**src/rtl/iob_vexriscv_ibus_axi2iob.sv**
```systemverilog
// AXI4 read-only slave to IOb master bridge for the VexRiscv instruction bus.
// Bursts are split into single-word IOb reads, one outstanding at a time.
module iob_vexriscv_ibus_axi2iob #(
    parameter int unsigned AXI_ID_W  = 1,
    parameter int unsigned AXI_LEN_W = 8,
    parameter int unsigned ADDR_W    = 32,
    parameter int unsigned DATA_W    = 32
) (
    input  logic                  clk_i,
    input  logic                  cke_i,
    input  logic                  rst_i,

    input  logic                  axi_arvalid_i,
    output logic                  axi_arready_o,
    input  logic [ADDR_W-1:0]     axi_araddr_i,
    input  logic [AXI_ID_W-1:0]   axi_arid_i,
    input  logic [AXI_LEN_W-1:0]  axi_arlen_i,
    input  logic [2:0]            axi_arsize_i,
    input  logic [1:0]            axi_arburst_i,

    output logic                  axi_rvalid_o,
    input  logic                  axi_rready_i,
    output logic [DATA_W-1:0]     axi_rdata_o,
    output logic [AXI_ID_W-1:0]   axi_rid_o,
    output logic [1:0]            axi_rresp_o,
    output logic                  axi_rlast_o,

    output logic                  iob_avalid_o,
    output logic [ADDR_W-1:0]     iob_addr_o,
    output logic [DATA_W-1:0]     iob_wdata_o,
    output logic [DATA_W/8-1:0]   iob_wstrb_o,
    input  logic                  iob_ready_i,
    input  logic                  iob_rvalid_i,
    input  logic [DATA_W-1:0]     iob_rdata_i
);

    localparam int unsigned WIN_W = AXI_LEN_W + 3;

    localparam logic [1:0] BURST_FIXED = 2'd0;
    localparam logic [1:0] BURST_WRAP  = 2'd2;

    typedef enum logic [1:0] {
        IDLE = 2'd0,
        REQ  = 2'd1,
        WAIT = 2'd2,
        RESP = 2'd3
    } state_t;

    state_t                state_q, state_d;
    logic [ADDR_W-1:0]     addr_q, addr_d;
    logic [AXI_ID_W-1:0]   id_q, id_d;
    logic [AXI_LEN_W-1:0]  len_q, len_d;
    logic [2:0]            size_q, size_d;
    logic [1:0]            burst_q, burst_d;
    logic [AXI_LEN_W-1:0]  beat_q, beat_d;
    logic [DATA_W-1:0]     rdata_q, rdata_d;
    logic                  arready_q, arready_d;
    logic                  avalid_q, avalid_d;
    logic                  rvalid_q, rvalid_d;
    logic                  rlast_q, rlast_d;

    logic [1:0]            size_eff_c;
    logic [ADDR_W-1:0]     step_c;
    logic [WIN_W-1:0]      win_c;
    logic [ADDR_W-1:0]     wrap_mask_c;
    logic [ADDR_W-1:0]     addr_incr_c;
    logic [ADDR_W-1:0]     addr_next_c;

    // Next beat address; sizes above a word are clamped to a 4-byte step
    always_comb begin
        size_eff_c  = (size_q > 3'd2) ? 2'd2 : size_q[1:0];
        step_c      = ADDR_W'(1) << size_eff_c;
        win_c       = (WIN_W'({1'b0, len_q}) + WIN_W'(1)) << size_eff_c;
        wrap_mask_c = ADDR_W'(win_c) - ADDR_W'(1);
        addr_incr_c = addr_q + step_c;
        case (burst_q)
            BURST_FIXED: addr_next_c = addr_q;
            BURST_WRAP:  addr_next_c = (addr_q & ~wrap_mask_c) | (addr_incr_c & wrap_mask_c);
            default:     addr_next_c = addr_incr_c;
        endcase
    end

    // FSM next state, burst bookkeeping and registered output values
    always_comb begin
        state_d   = state_q;
        addr_d    = addr_q;
        id_d      = id_q;
        len_d     = len_q;
        size_d    = size_q;
        burst_d   = burst_q;
        beat_d    = beat_q;
        rdata_d   = rdata_q;
        arready_d = 1'b0;
        avalid_d  = 1'b0;
        rvalid_d  = 1'b0;
        rlast_d   = 1'b0;

        case (state_q)
            IDLE: begin
                if (arready_q && axi_arvalid_i) begin
                    addr_d  = axi_araddr_i;
                    id_d    = axi_arid_i;
                    len_d   = axi_arlen_i;
                    size_d  = axi_arsize_i;
                    burst_d = axi_arburst_i;
                    beat_d  = '0;
                    state_d = REQ;
                end
            end
            REQ: begin
                if (iob_ready_i) begin
                    if (iob_rvalid_i) begin
                        rdata_d = iob_rdata_i;
                        state_d = RESP;
                    end else begin
                        state_d = WAIT;
                    end
                end
            end
            WAIT: begin
                if (iob_rvalid_i) begin
                    rdata_d = iob_rdata_i;
                    state_d = RESP;
                end
            end
            RESP: begin
                if (axi_rready_i) begin
                    if (beat_q == len_q) begin
                        state_d = IDLE;
                    end else begin
                        beat_d  = beat_q + AXI_LEN_W'(1);
                        addr_d  = addr_next_c;
                        state_d = REQ;
                    end
                end
            end
            default: state_d = IDLE;
        endcase

        arready_d = (state_d == IDLE);
        avalid_d  = (state_d == REQ);
        rvalid_d  = (state_d == RESP);
        rlast_d   = (state_d == RESP) && (beat_d == len_d);
    end

    // State and output registers; reset wins over the clock enable
    always_ff @(posedge clk_i) begin
        if (rst_i) begin
            state_q   <= IDLE;
            addr_q    <= '0;
            id_q      <= '0;
            len_q     <= '0;
            size_q    <= '0;
            burst_q   <= '0;
            beat_q    <= '0;
            rdata_q   <= '0;
            arready_q <= 1'b0;
            avalid_q  <= 1'b0;
            rvalid_q  <= 1'b0;
            rlast_q   <= 1'b0;
        end else if (cke_i) begin
            state_q   <= state_d;
            addr_q    <= addr_d;
            id_q      <= id_d;
            len_q     <= len_d;
            size_q    <= size_d;
            burst_q   <= burst_d;
            beat_q    <= beat_d;
            rdata_q   <= rdata_d;
            arready_q <= arready_d;
            avalid_q  <= avalid_d;
            rvalid_q  <= rvalid_d;
            rlast_q   <= rlast_d;
        end
    end

    assign axi_arready_o = arready_q;
    assign axi_rvalid_o  = rvalid_q;
    assign axi_rdata_o   = rdata_q;
    assign axi_rid_o     = id_q;
    assign axi_rlast_o   = rlast_q;
    assign axi_rresp_o   = (rvalid_q && (size_q > 3'd2)) ? 2'b10 : 2'b00;
    assign iob_avalid_o  = avalid_q;
    assign iob_addr_o    = {addr_q[ADDR_W-1:2], 2'b00};
    assign iob_wdata_o   = '0;
    assign iob_wstrb_o   = '0;

endmodule

```
**config.mk**
```make
export PLATFORM = sky130hd
export DESIGN_NAME = iob_vexriscv_ibus_axi2iob
export DESIGN_NICKNAME = d
export VERILOG_FILES = /design/src/rtl/iob_vexriscv_ibus_axi2iob.sv
export SDC_FILE = /design/constraint.sdc
export NUM_CORES = 1
export LEC_CHECK = 0
export BUFFER_PORTS_ARGS = -buffer_cell sky130_fd_sc_hd__buf_2
export CELL_PAD_IN_SITES_DETAIL_PLACEMENT = 1
export CELL_PAD_IN_SITES_GLOBAL_PLACEMENT = 2
export CORE_MARGIN = 2
export CORE_UTILIZATION = 30
export DETAILED_ROUTE_END_ITERATION = 16
export GPL_TIMING_DRIVEN = 1
export HOLD_SLACK_MARGIN = 0.05
export PLACE_DENSITY = 0.88
export SETUP_SLACK_MARGIN = 0.2
export SLEW_MARGIN = 10
export SYNTH_ARGS = -nofsm -noshare
export SYNTH_HDL_FRONTEND = slang
export SYNTH_SLANG_ARGS = --single-unit
```
**constraint.sdc**
```tcl
create_clock -name clk_i -period 4.2 [get_ports clk_i]
set_clock_uncertainty 0.1 [all_clocks]
set_input_delay 0.21 -clock clk_i [delete_from_list [all_inputs] [get_ports clk_i]]
set_output_delay 0.21 -clock clk_i [all_outputs]
set_load 0.01 [all_outputs]
```
==> results of run 1 <==
==> report_power, final <==
part | switching, mW | internal [mW] | leakage, nW
Sequential | 0.0480 | 0.910 | 0.746
Clock | 0.405 | 0.469 | 0.144
Combinational | 0.267 | 0.189 | 2.22
==> synth_stat cells (all sizes together) (9+ instances only) <==
| master | number | area (µm²) |
|---|---|---|
| nand2 | 156 | 586 |
| inv | 24 | 90.1 |
| o22ai | 9 | 56.3 |
| mux2i | 19 | 190 |
| nor3 | 38 | 195 |
| buf | 80 | 598 |
| dfxtp | 92 | 1840 |
| ha | 11 | 138 |
| or3 | 11 | 68.8 |
| xnor2 | 25 | 219 |
| a22oi | 9 | 67.6 |
| nand4 | 15 | 106 |
| o21ai | 17 | 85.1 |
| a21oi | 100 | 500 |
| nand3 | 33 | 165 |
| clkbuf | 45 | 169 |
| nor2 | 67 | 254 |
| nor2b | 9 | 56.3 |
| o211ai | 12 | 90.1 |
| a31oi | 15 | 100 |
==> cell families after synthesis <==
logic type / count (synthesis) / share of synthesized area (%)
compound gates: 229 / 22.5
xor+xnor: 28 / 3.74
fa+ha+maj: 12 / 2.41
buf+inv: 149 / 13.1
flops: 92 / 28.1
mux: 24 / 3.76
other cells: 1 / 0.0572
simple gates: 371 / 26.3
==> worst min-delay path by stage <==
| stage | end | slack (ps) | cells past startpoint |
|---|---|---|---|
| after detailed placement | axi_rdata_o[3] | 350 | 2 |
| after floorplan | burst_q[1] | 250 | 2 |
| after CTS | register | 50 | 3 |
| after global routing | register | 100 | 3 |
| final | register | 70 | 3 |
| after global placement | axi_rdata_o[16] | 340 | 2 |
==> timing repair <==
item | in CTS | in global routing
setup endpoints to repair | 0 | 0
resized for setup | 0 | 0
hold buffers | 48 | 0
endpoints found under the hold margin | 48 | 0
==> worst min-delay path: stages <==
cell	delay (ps)
sky130_fd_sc_hd__buf_2	80
sky130_fd_sc_hd__a21oi_1	60
sky130_fd_sc_hd__o22ai_1	130
==> cell type report <==
type | instances | area (µm²)
Timing Repair Buffer | 210 | 1320
Multi-Input combinational cell | 704 | 4000
Tap cell | 280 | 350
Clock buffer | 10 | 229
Inverter | 24 | 90.1
Clock inverter | 6 | 72.6
Fill cell | 2723 | 13700
Sequential cell | 92 | 1840
==> metal layers <==
metal / GRT usage [%] / up-vias / share of wire (%)
li1: - / 3377 / -
met4: 5.69 / 0 / 1.2
met2: 32.5 / 165 / 48
met5: 0 / - / 0
met3: 2.87 / 17 / 5.2
met1: 24.4 / 3206 / 45
==> stage by stage <==
| step | instances | setup WS (ps) | hold WS (ps) | util, % | total power, mW |
|---|---|---|---|---|---|
| 6_report | 1326 | 769 | 66.5 | 36.5 | 2.29 |
| 3_3_place_gp | 1262 | 907 | 340 | 32.9 | 1.39 |
| 5_1_grt | 1326 | 424 | 96.1 | 36.5 | 2.40 |
| 2_1_floorplan | 945 | 1410 | 246 | - | 1.29 |
| 4_1_cts | 1326 | 813 | 52.7 | 36.5 | 2.32 |
| 3_5_place_dp | 1262 | 816 | 345 | 32.9 | 1.40 |
==> metrics.md, run 1 <==
| Metric | Value |
|---|---|
| Launch point of the worst hold path | `axi_araddr_i[16]` |
| Die Span Y | `152 µm` |
| Clock tree from TritonCTS | `done` |
| Crit Path Max Fanout | `28` |
| Worst reg-to-reg path cell count | `9` |
| RSZ-0062 raised after global routing | `false` |
| Most used cells in the layout excluding fill and tap cells | `156 x sky130_fd_sc_hd__nand2_1, 152 x sky130_fd_sc_hd__buf_2, 100 x sky130_fd_sc_hd__a21oi_1, 92 x sky130_fd_sc_hd__dfxtp_1, 66 x sky130_fd_sc_hd__nor2_1` |
| Most numerous cell on the critical path | `sky130_fd_sc_hd__a21o_1` |
| Category of the worst setup path launch point | `register` |
| Average cell area after synthesis | `7.23 µm²` |
| Post-CTS clock slew at the launch and capture registers of the worst setup and hold paths | `80 ps` |
| Diode count | `0` |
| Critical Setup Path Class | `reg -> reg` |
| Total DRC errors in the routed layout | `0` |
| Area enclosed by the die boundary | `23,000 µm²` |
| Area inside the core boundary | `21,600 µm²` |
| Count of flip-flops with a built-in enable after synthesis | `0` |
| Startpoint of the worst-slack reg-to-reg timing path | `len_q[0]` |
| Top-level port count | `192` |
| Initial DRC Count | `334` |
| Pre-antenna DRT Iters | `4` |
| Transition time at the pin with the least slew margin | `1030 ps` |
| Final non-filler cell area | `7900 µm²` |
| Largest buffer count on any clock path | `2` |
| Dominant register cell in the synthesized netlist | `sky130_fd_sc_hd__dfxtp_1` |
| Async S/R FF share, synth | `0%` |
| Flop and latch count out of synthesis | `92` |
| Share of layout cells above drive strength 1 | `18.8%` |
| Synth Cell Area | `6550 µm²` |
| Cell count along the critical path | `9` |
| Clock buffer count from CTS | `9` |
| Via density per instance | `5.10` |
| Final-layout setup total negative slack | `0 ps` |
| Synth warn | `0` |
| Delay of the slowest cell on the worst path | `810 ps` |
| Worst max-slew margin expressed relative to the limit | `31.1%` |
| Buf+Inv Stages, Crit Path | `0` |
| Cell-by-cell listing of the critical path | `ha_1, nand3_1, xnor2_1, o21ai_0, a21o_1, and4_4, a21o_1, a22oi_1, o32ai_1` |
| Pins Over Slew Limit | `0` |
| H-Tree Depth | `3` |
| Time the worst path needs with I/O delays and setup | `3430 ps` |
| First-pass GRT wire length | `34.5 mm` |
| Number of global-route vias before repair | `6,652` |
| Required time at the endpoint of the critical path | `4360 ps` |
| Capturing element type of the critical path | `register` |
| Area growth, synth to finish | `20.6%` |
| Detailed-route wire length | `21.9 mm` |
| Maximum number of pins on one net before global-route repair | `49` |
| Wire length per cell | `16.5 µm` |
| Lkg Pwr | `3.11 nW` |
| Insertion delay to the later sink of the worst-skew pair | `360 ps` |
| Number of violations of the max-capacitance limit | `0` |
| Peak supply drop | `0.169 mV` |
| GRT overflow | `0` |
| Count of unique library cells instantiated by Yosys | `72` |
| Antenna Nets Post-Route | `0` |
| Fmax | `291 MHz` |
| Die boundary width | `152 µm` |
| Ratio of final minimum period to clock period | `81.7%` |
| Status | `finished clean` |
| Count of input and output buffers | `152` |
| Data arrival, critical path | `3590 ps` |
| Tot GR Track Use | `18.9%` |
| Start point of the critical path | `len_q[0]` |
| Instance area at placement | `7120 µm²` |
| Proportion of synthesized chip area in sequential cells | `28.1%` |
| Starting density of the core | `30.3%` |
| Final setup fails | `0` |
| Top Family by Delay on Critical Path | `compound AO/OA/AOI/OAI gates` |
| Final Wtd Congestion | `0.831` |
| Final number of hold-violating endpoints | `0` |
| Cell at the root of the clock tree | `sky130_fd_sc_hd__clkbuf_16` |
| Net total in the final layout | `1,138` |
| Power per Cell Area | `290 nW/µm²` |
| HP Class | `in -> reg` |
| Cells after Synth | `906` |
| CTS sink cnt | `92` |
| Commonest non-fill, non-tap cell in the layout | `sky130_fd_sc_hd__nand2_1` |
| Post-CTS setup-driven buffer insertion count | `0` |
| CP max stage cell | `sky130_fd_sc_hd__a21o_1` |
| Number of core rows | `54` |
| Register-to-register path setup slack | `770 ps` |
| HPWL after DPL | `15.4 mm` |
| Detailed-route via count | `6,765` |
| Antenna violations before repair | `0` |
No activity file was read; power rests on OpenSTA's default activity.
==> run 2, diff against run 1 <==
- CORE_UTILIZATION: 30 -> 26
- PLACE_DENSITY: 0.88 -> 0.82
- clock period: 4.2 -> 2.8 ns (I/O delays scaled with it)
==> metrics.md, run 2 (synthesis results as in run 1) <==
| Metric | Value |
|---|---|
| Post-CTS clock slew at the launch and capture registers of the worst setup and hold paths | `80 ps (about the same)` |
| Count of input and output buffers | `152 (unchanged)` |
| Data arrival, critical path | `2770 ps (was 3590 ps)` |
| H-Tree Depth | `3 (unchanged)` |
| Detailed-route wire length | `24.3 mm (was 21.9 mm)` |
| Power per Cell Area | `401 nW/µm² (was 290 nW/µm²)` |
| First-pass GRT wire length | `37.2 mm (was 34.5 mm)` |
| CTS sink cnt | `92 (unchanged)` |
| Pre-antenna DRT Iters | `5 (was 4)` |
| Clock power frac | `37.2% (was 38.2%)` |
| Routed length on met3 | `1.23 mm (was 1.13 mm)` |
| Wire length per cell | `16.7 µm (was 16.5 µm)` |
| Clock tree from TritonCTS | `done (unchanged)` |
| Status | `finished clean (unchanged)` |
| Power Internal | `2.46 mW (was 1.57 mW)` |
| Critical Setup Path Class | `reg -> reg (unchanged)` |
| Tot GR Track Use | `17.4% (was 18.9%)` |
| Time the worst path needs with I/O delays and setup | `2640 ps (was 3430 ps)` |
| Lkg Pwr | `3.60 nW (was 3.11 nW)` |
| Fill cell instance count of the final layout | `3,092 (was 2,723)` |
| Initial DRC Count | `436 (was 334)` |
| Ratio of final minimum period to clock period | `94.4% (was 81.7%)` |
| Largest buffer count on any clock path | `2 (unchanged)` |
| Final Instance Count excl. Fillers | `1,450 (was 1,326)` |
| Fmax | `378 MHz (was 291 MHz)` |
| Maximum number of pins on one net before global-route repair | `40 (was 49)` |
| Starting density of the core | `26.2% (was 30.3%)` |
| Via density per instance | `4.97 (was 5.10)` |
| GRT overflow | `0 (unchanged)` |
| Commonest non-fill, non-tap cell in the layout | `sky130_fd_sc_hd__nand2_1 (unchanged)` |
| Routed met1 length | `10.7 mm (was 9.86 mm)` |
| Number of global-route vias before repair | `7,196 (was 6,652)` |
| Relative contribution of sequential cells to total power | `39.7% (was 41.9%)` |
| RSZ-0062 raised after global routing | `true (was false)` |
| Crit Path Max Fanout | `7 (was 28)` |
| Detailed route wirelength on metal2 | `11.8 mm (was 10.6 mm)` |
| Number of violations of the max-capacitance limit | `0 (unchanged)` |
| Detailed-route via count | `7,208 (was 6,765)` |
| Pins Over Slew Limit | `0 (unchanged)` |
| Placement Setup Slack | `14.2 ps (was 816 ps)` |
| Area enclosed by the die boundary | `26,500 µm² (was 23,000 µm²)` |
| Peak supply drop | `0.277 mV (was 0.169 mV)` |
| Net total in the final layout | `1,212 (was 1,138)` |
| Area growth, synth to finish | `37.0% (was 20.6%)` |
| Transition time at the pin with the least slew margin | `650 ps (was 1030 ps)` |
| Proportion of total power due to net switching | `31.7% (was 31.4%)` |
| Share of layout cells above drive strength 1 | `29.2% (was 18.8%)` |
| Die boundary width | `163 µm (was 152 µm)` |
| Top-level port count | `192 (unchanged)` |
| HPWL after DPL | `17.0 mm (was 15.4 mm)` |
| Most used cells in the layout excluding fill and tap cells | `155 x sky130_fd_sc_hd__nand2_1, 152 x sky130_fd_sc_hd__buf_2, 99 x sky130_fd_sc_hd__a21oi_1, 80 x sky130_fd_sc_hd__dfxtp_1, 69 x sky130_fd_sc_hd__buf_4 (was 156 x sky130_fd_sc_hd__nand2_1, 152 x sky130_fd_sc_hd__buf_2, 100 x sky130_fd_sc_hd__a21oi_1, 92 x sky130_fd_sc_hd__dfxtp_1, 66 x sky130_fd_sc_hd__nor2_1)` |
| Final Wtd Congestion | `0.839 (was 0.831)` |
| Number of core rows | `58 (was 54)` |
| Insertion delay to the later sink of the worst-skew pair | `360 ps (about the same)` |
| Clock buffer count from CTS | `9 (unchanged)` |
| Switching component of the power | `1.14 mW (was 0.720 mW)` |
| Final-layout setup total negative slack | `0 ps (unchanged)` |
| Worst max-slew margin expressed relative to the limit | `56.6% (was 31.1%)` |
| Antenna Nets Post-Route | `0 (unchanged)` |
| Final setup fails | `0 (unchanged)` |
| Category of the worst setup path launch point | `register (unchanged)` |
| Capturing element type of the critical path | `register (unchanged)` |
| Final number of hold-violating endpoints | `0 (unchanged)` |
| Total DRC errors in the routed layout | `0 (unchanged)` |
| Relative contribution of combinational cells to total power | `23.1% (was 19.9%)` |
| Uppermost routed layer | `met5 (was met4)` |
| Required time at the endpoint of the critical path | `2930 ps (was 4360 ps)` |
| Overall power after layout | `3.60 mW (was 2.29 mW)` |
| Minimum setup slack in the final design | `156 ps (was 769 ps)` |
| Cell at the root of the clock tree | `sky130_fd_sc_hd__clkbuf_16 (unchanged)` |
| Final design utilization | `36.0% (was 36.5%)` |
| Area inside the core boundary | `25,000 µm² (was 21,600 µm²)` |
| Die Span Y | `163 µm (was 152 µm)` |
| Cells after DPL | `1,359 (was 1,262)` |
| Antenna violations before repair | `2 (was 0)` |
| HP Class | `in -> reg (unchanged)` |
run 2: cell count changes in the layout (fill, tap and decap cells not counted), moves of 6 or more:
cell	change
sky130_fd_sc_hd__nor3_2	+6
sky130_fd_sc_hd__dfxtp_4	+7
sky130_fd_sc_hd__nor2_1	-8
sky130_fd_sc_hd__nor3_1	-6
sky130_fd_sc_hd__buf_4	+59
sky130_fd_sc_hd__dlygate4sd3_1	+6
sky130_fd_sc_hd__dfxtp_1	-12
run 2: critical path, cell delays in order, from the launching register on:
cell and delay (ps):
sky130_fd_sc_hd__dfxtp_4 390, sky130_fd_sc_hd__ha_4 170, sky130_fd_sc_hd__inv_2 40, sky130_fd_sc_hd__or3_4 370, sky130_fd_sc_hd__and2_4 170, sky130_fd_sc_hd__a221o_1 310, sky130_fd_sc_hd__and4_4 230, sky130_fd_sc_hd__a21o_4 250
sky130_fd_sc_hd__buf_12 160, sky130_fd_sc_hd__a221oi_1 240, sky130_fd_sc_hd__nor3_1 80
run 2: area by class of cell:
class	instances	area (µm²)	share of cell area, %
Antenna cell	1	2.50	0.0279
Clock buffer	10	239	2.66
Clock inverter	5	66.3	0.739
Inverter	24	90.1	1.00
Multi-Input combinational cell	704	4310	48.0
Sequential cell	92	1870	20.9
Tap cell	330	413	4.60
Timing Repair Buffer	284	1980	22.1
run 2: path summary, 6_finish.rpt:
check | from | end | slack, ps | cells after the start
max | len_q[1] | register | 160 | 10
min | axi_araddr_i[11] | register | 70 | 3
max reg2reg | len_q[1] | register | 160 | 10
min reg2reg | axi_rdata_o[4] | axi_rdata_o[4] | 350 | 2
run 2: per-layer routing:
| metal | global-route usage (%) | up-vias |
|---|---|---|
| met5 | 0 | - |
| met4 | 5.39 | 2 |
| met3 | 3.21 | 38 |
| met2 | 30.2 | 205 |
| met1 | 21.9 | 3443 |
| li1 | - | 3520 |
run 2: power by group through the flow:
stage	logic, mW	clock network, mW	registers [mW]
2_1_floorplan	0.492	0	1.45
3_3_place_gp	0.693	0	1.46
3_5_place_dp	0.705	0	1.46
4_1_cts	0.780	1.37	1.43
5_1_grt	0.910	1.42	1.44
6_report	0.830	1.34	1.43
run 2: timing repair:
action / 4_1_cts / 5_1_grt
gates cloned: 0 / 3
pin swaps: 8 / 29
hold endpoints to repair: 54 / 0
endpoints found under the setup margin: 27 / 30
gates resized for setup: 32 / 53
buffers inserted: 8 / 10
hold buffers: 54 / 0
run 2: stage by stage:
stage / instance area, µm² / hold WS, ps
final: 8970 / 65.5
after floorplan: 6730 / 168
after global routing: 8970 / 78.6
after CTS: 8620 / 54.1
after global placement: 7610 / 281
after detailed placement: 7610 / 287
